**src/rtl/lcd1602_sequencer.sv**
```systemverilog
// HD44780/LCD1602 write sequencer: power-on 8-bit init, then one command/data byte per
// valid/ready handshake, with setup, E-pulse, hold and execution-delay timing.
module lcd1602_sequencer #(
    parameter int T_SETUP = 2,
    parameter int T_EPW   = 12,
    parameter int T_HOLD  = 2,
    parameter int T_CMD   = 888,
    parameter int T_LONG  = 36480,
    parameter int T_PWRUP = 360000,
    parameter int T_INIT1 = 98400,
    parameter int T_INIT2 = 2400,
    parameter int CNT_W   = 19
) (
    input  logic       in_clock,
    input  logic       rst,
    input  logic       req_valid,
    input  logic       req_rs,
    input  logic [7:0] req_data,
    output logic       req_ready,
    output logic       init_done,
    output logic       busy,
    output logic       lcd_e,
    output logic       lcd_rs,
    output logic       lcd_rw,
    output logic [7:0] lcd_d
);

    localparam logic [2:0] S_PWRUP = 3'd0;
    localparam logic [2:0] S_IDLE  = 3'd1;
    localparam logic [2:0] S_SETUP = 3'd2;
    localparam logic [2:0] S_EHIGH = 3'd3;
    localparam logic [2:0] S_HOLD  = 3'd4;
    localparam logic [2:0] S_DELAY = 3'd5;

    localparam logic [CNT_W-1:0] C_SETUP = CNT_W'(T_SETUP - 1);
    localparam logic [CNT_W-1:0] C_EPW   = CNT_W'(T_EPW - 1);
    localparam logic [CNT_W-1:0] C_HOLD  = CNT_W'(T_HOLD - 1);
    localparam logic [CNT_W-1:0] C_CMD   = CNT_W'(T_CMD - 1);
    localparam logic [CNT_W-1:0] C_LONG  = CNT_W'(T_LONG - 1);
    localparam logic [CNT_W-1:0] C_PWRUP = CNT_W'(T_PWRUP - 1);
    localparam logic [CNT_W-1:0] C_INIT1 = CNT_W'(T_INIT1 - 1);
    localparam logic [CNT_W-1:0] C_INIT2 = CNT_W'(T_INIT2 - 1);

    function automatic logic [7:0] init_byte(input logic [2:0] step);
        case (step)
            3'd0, 3'd1, 3'd2: init_byte = 8'h30;
            3'd3:             init_byte = 8'h38;
            3'd4:             init_byte = 8'h08;
            3'd5:             init_byte = 8'h01;
            3'd6:             init_byte = 8'h06;
            default:          init_byte = 8'h0C;
        endcase
    endfunction

    function automatic logic [CNT_W-1:0] init_delay(input logic [2:0] step);
        case (step)
            3'd0:    init_delay = C_INIT1;
            3'd1:    init_delay = C_INIT2;
            3'd5:    init_delay = C_LONG;
            default: init_delay = C_CMD;
        endcase
    endfunction

    logic [2:0]       state_q, state_d;
    logic [2:0]       step_q, step_d;
    logic [CNT_W-1:0] cnt_q, cnt_d;
    logic             rs_q, rs_d;
    logic [7:0]       d_q, d_d;
    logic             done_q, done_d;
    logic             last;
    logic [CNT_W-1:0] delay_m1;

    assign last = (cnt_q == '0);

    // Clear (0x01) and home (0x02/0x03) need the long execution time; 0x00 is treated as clear.
    always_comb begin
        if (!done_q)
            delay_m1 = init_delay(step_q);
        else if (!rs_q && d_q[7:2] == 6'b000000)
            delay_m1 = C_LONG;
        else
            delay_m1 = C_CMD;
    end

    always_comb begin
        state_d = state_q;
        step_d  = step_q;
        cnt_d   = last ? cnt_q : cnt_q - CNT_W'(1);
        rs_d    = rs_q;
        d_d     = d_q;
        done_d  = done_q;
        case (state_q)
            S_PWRUP: if (last) begin
                state_d = S_SETUP;
                cnt_d   = C_SETUP;
                step_d  = 3'd0;
                rs_d    = 1'b0;
                d_d     = init_byte(3'd0);
            end
            S_IDLE: if (req_valid) begin
                state_d = S_SETUP;
                cnt_d   = C_SETUP;
                rs_d    = req_rs;
                d_d     = req_data;
            end
            S_SETUP: if (last) begin
                state_d = S_EHIGH;
                cnt_d   = C_EPW;
            end
            S_EHIGH: if (last) begin
                state_d = S_HOLD;
                cnt_d   = C_HOLD;
            end
            S_HOLD: if (last) begin
                state_d = S_DELAY;
                cnt_d   = delay_m1;
            end
            S_DELAY: if (last) begin
                if (done_q) begin
                    state_d = S_IDLE;
                end else if (step_q == 3'd7) begin
                    state_d = S_IDLE;
                    done_d  = 1'b1;
                end else begin
                    state_d = S_SETUP;
                    cnt_d   = C_SETUP;
                    step_d  = step_q + 3'd1;
                    rs_d    = 1'b0;
                    d_d     = init_byte(step_q + 3'd1);
                end
            end
            default: begin
                state_d = S_PWRUP;
                cnt_d   = C_PWRUP;
            end
        endcase
    end

    always_ff @(posedge in_clock) begin
        if (rst) begin
            state_q <= S_PWRUP;
            step_q  <= 3'd0;
            cnt_q   <= C_PWRUP;
            rs_q    <= 1'b0;
            d_q     <= 8'h00;
            done_q  <= 1'b0;
        end else begin
            state_q <= state_d;
            step_q  <= step_d;
            cnt_q   <= cnt_d;
            rs_q    <= rs_d;
            d_q     <= d_d;
            done_q  <= done_d;
        end
    end

    assign lcd_e     = (state_q == S_EHIGH);
    assign lcd_rs    = rs_q;
    assign lcd_d     = d_q;
    assign lcd_rw    = 1'b0;
    assign req_ready = (state_q == S_IDLE);
    assign busy      = ~req_ready;
    assign init_done = done_q;

endmodule

```
**config.mk**
```make
export PLATFORM = sky130hd
export DESIGN_NAME = lcd1602_sequencer
export DESIGN_NICKNAME = d
export VERILOG_FILES = /design/src/rtl/lcd1602_sequencer.sv
export SDC_FILE = /design/constraint.sdc
export NUM_CORES = 1
export LEC_CHECK = 0
export ABC_AREA = 1
export CORE_UTILIZATION = 52
export CTS_CLUSTER_SIZE = 30
export DETAILED_ROUTE_END_ITERATION = 8
export PLACE_DENSITY_LB_ADDON = 0.15
export SLEW_MARGIN = 5
export SYNTH_ARGS = -nofsm -noshare
export SYNTH_HDL_FRONTEND = slang
export SYNTH_SLANG_ARGS = --single-unit
```
**constraint.sdc**
```tcl
create_clock -name in_clock -period 1.9 [get_ports in_clock]
set_clock_uncertainty 0.2 [all_clocks]
set_input_delay 0.38 -clock in_clock [delete_from_list [all_inputs] [get_ports in_clock]]
set_output_delay 0.38 -clock in_clock [all_outputs]
set_load 0.005 [all_outputs]
```
==> Word-level counts from Yosys, hierarchy flattened <==
Cells that the tools add are included.
{ "totals": {"mem_count": 0, "latchBits": 0, "rom_bits": 0, "in_bits": 12, "mem_bits_rw": 0, "word_cells": 87, "regBits": 35, "out_inout_bits": 14} }
{ "op_classes": {"n_mux": 41, "addsub": 2, "shift": 0, "div": 0, "n_mul": 0, "eq_ne": 22, "order_cmp": 0, "bitwise_logic": 1, "n_reduce_logical": 15} }
{ "op_table": {"columns": ["op", "count"], "rows": [
  ["two-way mux 19 bit", 9],
  ["case mux 19 bit (5 select lines)", 1],
  ["case mux 17 bit (3 select lines)", 1],
  ["two-way mux 8 bit", 5],
  ["two-way mux 3 bit", 10],
  ["case mux 6 bit (5 select lines)", 1],
  ["case mux 8 bit (3 select lines)", 1],
  ["== test 3 bit (second input constant)", 7],
  ["zero test 19 bit", 1],
  ["subtractor 19 x 1 -> 19 bit (second input constant)", 1],
  ["case mux 3 bit (6 select lines)", 1],
  ["two-way mux 16 bit", 1],
  ["inequality test 2 bit (second input constant)", 7],
  ["== test 3 x 2 -> 1 bit (second input constant)", 4],
  ["AND reduction 6 bit", 2],
  ["== test 3 x 1 -> 1 bit (second input constant)", 3],
  ["zero test 3 bit", 3],
  ["two-way mux 1 bit", 7],
  ["zero test 6 bit", 1],
  ["case mux 3 bit (2 select lines)", 1],
  ["AND reduction 5 bit", 1],
  ["two-way mux 2 bit", 2],
  ["adder 3 x 1 -> 3 bit (second input constant)", 1],
  ["case mux 1 bit (3 select lines)", 1],
  ["other kinds (9)", 9]
]} }

==> Logic depth before layout (Yosys ltp) <==
{ "depth": {"ltp_word": 8, "ltp_mapped": 12, "mapped_depth_nobuf": 11} }

==> Worst setup path after synthesis <==
Ideal clock, no wire load.
{ "synth_path": {"kind": "reg-to-reg", "start": "register step_q[0]", "end": "register rs_q (netlist: lcd_rs)", "stages_incl_launch_ff": 12, "required_time_ps": 1587, "setup_slack_ps": 112, "path_buffers": 1, "arrival_ps": 1475, "cell_sequence": "dfxtp_1 > ha_1 > ha_1 > nand2_1 > o21ai_0 > inv_2 > nand3_4 > nor2_8 > buf_6 > nand2_1 > nand2_1 > nor2_1"} }
{ "synth_via": {"elab_chain_cells": 3} }
{ "synth_rtl": {"columns": ["item", "line_no", "source"], "rows": [
  ["from (decl)", "65", "logic [2:0] step_q, step_d;"],
  ["from (signal assigned)", "149", "step_q <= step_d;"],
  ["== test 3 bit", "121", "end else if (step_q == 3'd7) begin"],
  ["inequality test 2 bit (no source line)", null, null],
  ["AND reduction 6 bit (no source line)", null, null],
  ["to (signal assigned)", "151", "rs_q <= rs_d;"],
  ["to (decl)", "67", "logic rs_q, rs_d;"]
]} }
No other way between the ends.
A chain may end at the register's enable or synchronous reset.

==> Worst setup path in the final report <==
{ "layout_path": {"start": "register cnt_q[0]", "end": "register cnt_q[8]"} }
{ "layout_via": {"elab_chain_cells": 6, "elab_cells_between_ends": 11, "classes_between": "add/sub: 1; mux: 9; reduce/logical: 1"} }
{ "layout_rtl": {"columns": ["item", "line_no", "source"], "rows": [
  ["from (decl)", "66", "logic [CNT_W-1:0] cnt_q, cnt_d;"],
  ["from (signal assigned)", "150", "cnt_q <= cnt_d;"],
  ["subtractor 19 x 1 -> 19 bit / zero test 19 bit (equally long branches)", "88, 73", null],
  ["two-way mux 19 bit", "88", "cnt_d = last ? cnt_q : cnt_q - CNT_W'(1);"],
  ["two-way mux 19 bit", "121", null],
  ["two-way mux 19 bit", "119", "if (done_q) begin"],
  ["two-way mux 19 bit", "118", "S_DELAY: if (last) begin"],
  ["case mux 19 bit (5 select lines) (*)", "92", "case (state_q)"]
]} }
Every way passes the cells marked *; elsewhere a longest branch is shown, timed or not.

==> results_dict.tcl <==
set metrics [dict create \
    status "finished, final reports clean" \
    fill_cells 316 \
    leakage_uw 0.00152 \
    clk_pin_slew_worst_paths_ns 0.08 \
    cts_tree "done" \
    hold_viol 0 \
    syn_area_sq_um 2500 \
    slew_violations 0 \
    antenna_cells 0 \
    power_uw 1650 \
    ys_types 32 \
    critPathMaxFanout 6 \
    worst_slack_ns 0.0247 \
    grt_pass1_vias 2641 \
    synth.net_count 428 \
    cts_max_path_buffers 2 \
    grt_overflow_total 0 \
    die_h_um 71.4 \
    finalWirelength_um 7860 \
    layout_common_cells "nand2_1, nor2_1, buf_4" \
    fin_crit_sh_pct 98.7 \
    swShare_pct 20.6 \
    maxCapViolCount 0 \
    rsz0062_at_grt "yes" \
    pre_cts_slack_ns 0.00439 \
    clockRootBuffer "clkbuf_8" \
    grt_first_pass_wirelength_um 11800 \
    yosysWarnings 0 \
    worst_skew_pair.late_latency_ns 0.29 \
    critical_path_required_ns 1.89 \
    cts_hold_buf 0 \
    hold_path.class "flop to flop" \
    drive_gt1_share_pct 27.4 \
    setup_viol 0 \
    synth_cells 407 \
    clock_sinks 35 \
    gp_congestion 0.925 \
    setup-tns-final_ns 0 \
    power_switching_uw 340 \
    pwr-share-seq_pct 44.9 \
    pwr-share-comb_pct 5.8 \
    end_kind "flop" \
    yosysSeqAreaShare_pct 28.0 \
    rows 24 \
    cts.htree.levels 2 \
    final_common_cell "nand2_1" \
    antenna_found_initial 0 \
    vdd_drop_max_mv 0.310 \
    drtIter0Drc 248 \
    period_needed_ns 1.88 \
    via_per_inst 5.50 \
    num_vias 2915 \
    cts_made_buffers 5 \
    cp-start-kind "flop" \
    multi_input_area_sq_um 1850 \
    synthToLayoutAreaGrowth_pct 41.2 \
    floorplan.initialDensity_pct 55.6 \
    p_clk_share_pct 49.4 \
    ant_nets 0 \
    crit_type "flop to flop" \
    p_int_uw 1310 \
    post-route-drc-count 0 \
    die_area_sq_um 5100 \
    die_x_um 71.4 \
    fin_nets 498 \
    power_density_nw_per_um2 467 \
    dp_hpwl_um 5130 \
    ios 26 \
    port_buffers 24 \
    fmax_mhz 533 \
    core_sq_um 4500 \
    synth_seq_cells 35 \
    drt_first_pass_iters 5 \
    synth_area_per_cell_sq_um 6.15 \
    wl_per_cell_um 14.8 \
    whs_ns 0.293 \
    cp.arrival_ns 1.86 \
    grt_max_degree 15 \
    regArea_sq_um 716 \
    grt_util_all_layers_pct 29.6 \
]
[cells by family after synthesis]
| kind of cell | synth area share [%] |
|---|---|
| flip-flops | 28.0 |
| adder cells (fa/ha/maj) | 4.50 |
| AND/OR/NAND/NOR | 46.1 |
| other | 0.150 |
| AO/OA/AOI/OAI | 8.30 |
| buffers and inverters | 8.10 |
| XOR/XNOR | 4.90 |
[critical path: stages, from the launching register on]
cell     delay (ns)
dfxtp_1        0.33
inv_2          0.09
ha_4           0.15
nand3_2        0.11
nor2_4         0.14
buf_4          0.12
nand4_1        0.08
nand2_1        0.11
nand4_1        0.16
buf_6          0.18
nand3_2        0.06
nand2_1        0.04
[layout make-up]
type                            count  share of cell area, %
Clock buffer                        6                   2.05
Clock inverter                      2                   1.70
Inverter                           43                   4.64
Multi-Input combinational cell    325                   52.2
Sequential cell                    35                   20.2
Tap cell                           52                   1.84
Timing Repair Buffer               67                   17.3
[metal layers]
layer	GRT usage, %	share of wire [%]
met2	52.8	51
met4	12.2	3.1
met1	35.9	41
met3	3.66	4.6
met5	0	0
[final timing paths]
path / start / end / slack, ns / cells after the start
worst max-delay path: cnt_q[0] / cnt_q[8] / 0.02 / 11
worst min register to register: lcd_d[1] / lcd_d[1] / 0.29 / 2
worst min-delay path: lcd_d[1] / lcd_d[1] / 0.29 / 2
worst max register to register: cnt_q[0] / cnt_q[8] / 0.02 / 11
[cell usage after synthesis, drive strengths merged]
cell type	n	area share [%]
a21oi	13	2.6
clkbuf	2	0.30
dfxtp	35	28
ha	9	4.5
nand4	5	1.2
o21bai	1	0.30
a211oi	2	0.60
xor2	10	3.5
or2	2	0.60
nand2	122	19
nor2	96	17
o21ai	18	3.6
conb	1	0.15
o21a	2	0.60
nor3	9	1.8
a22oi	1	0.30
o211ai	1	0.30
inv	43	6.4
buf	5	1.3
nand3	24	5.7
nand3b	2	0.60
xnor2	4	1.4
[registers in the layout, indices dropped and copies added, names as in the netlist]
signal     flops
lcd_d          8
step_q         3
state_q        3
init_done      1
cnt_q         19
lcd_rs         1
[power groups by stage]
stage / clock network, uW / registers, uW / logic, uW
6_report: 815 / 741 / 95.3
5_1_grt: 847 / 741 / 104
4_1_cts: 813 / 741 / 88.7
3_5_place_dp: 0 / 760 / 87.8
3_3_place_gp: 0 / 760 / 84.7
2_1_floorplan: 0 / 759 / 36.9
[timing repair]
item / 4_1_cts / 5_1_grt
cloned: 1 / 2
setup endpoints to repair: 23 / 35
resized for setup: 15 / 67
buffers inserted: 4 / 7
pin swaps: 8 / 17
hold endpoints to repair: 0 / 0
[stage by stage]
step                      instance area, sq um  utilization [%]  std cells
after global routing                      3540             78.5        530
after detailed placement                  3020             67.1        508
after global placement                    3020             67.1        508
final                                     3540             78.5        530
after CTS                                 3230             71.6        521
after floorplan                           2500                -        407
Note: power is estimated with default switching activity, not from simulation.
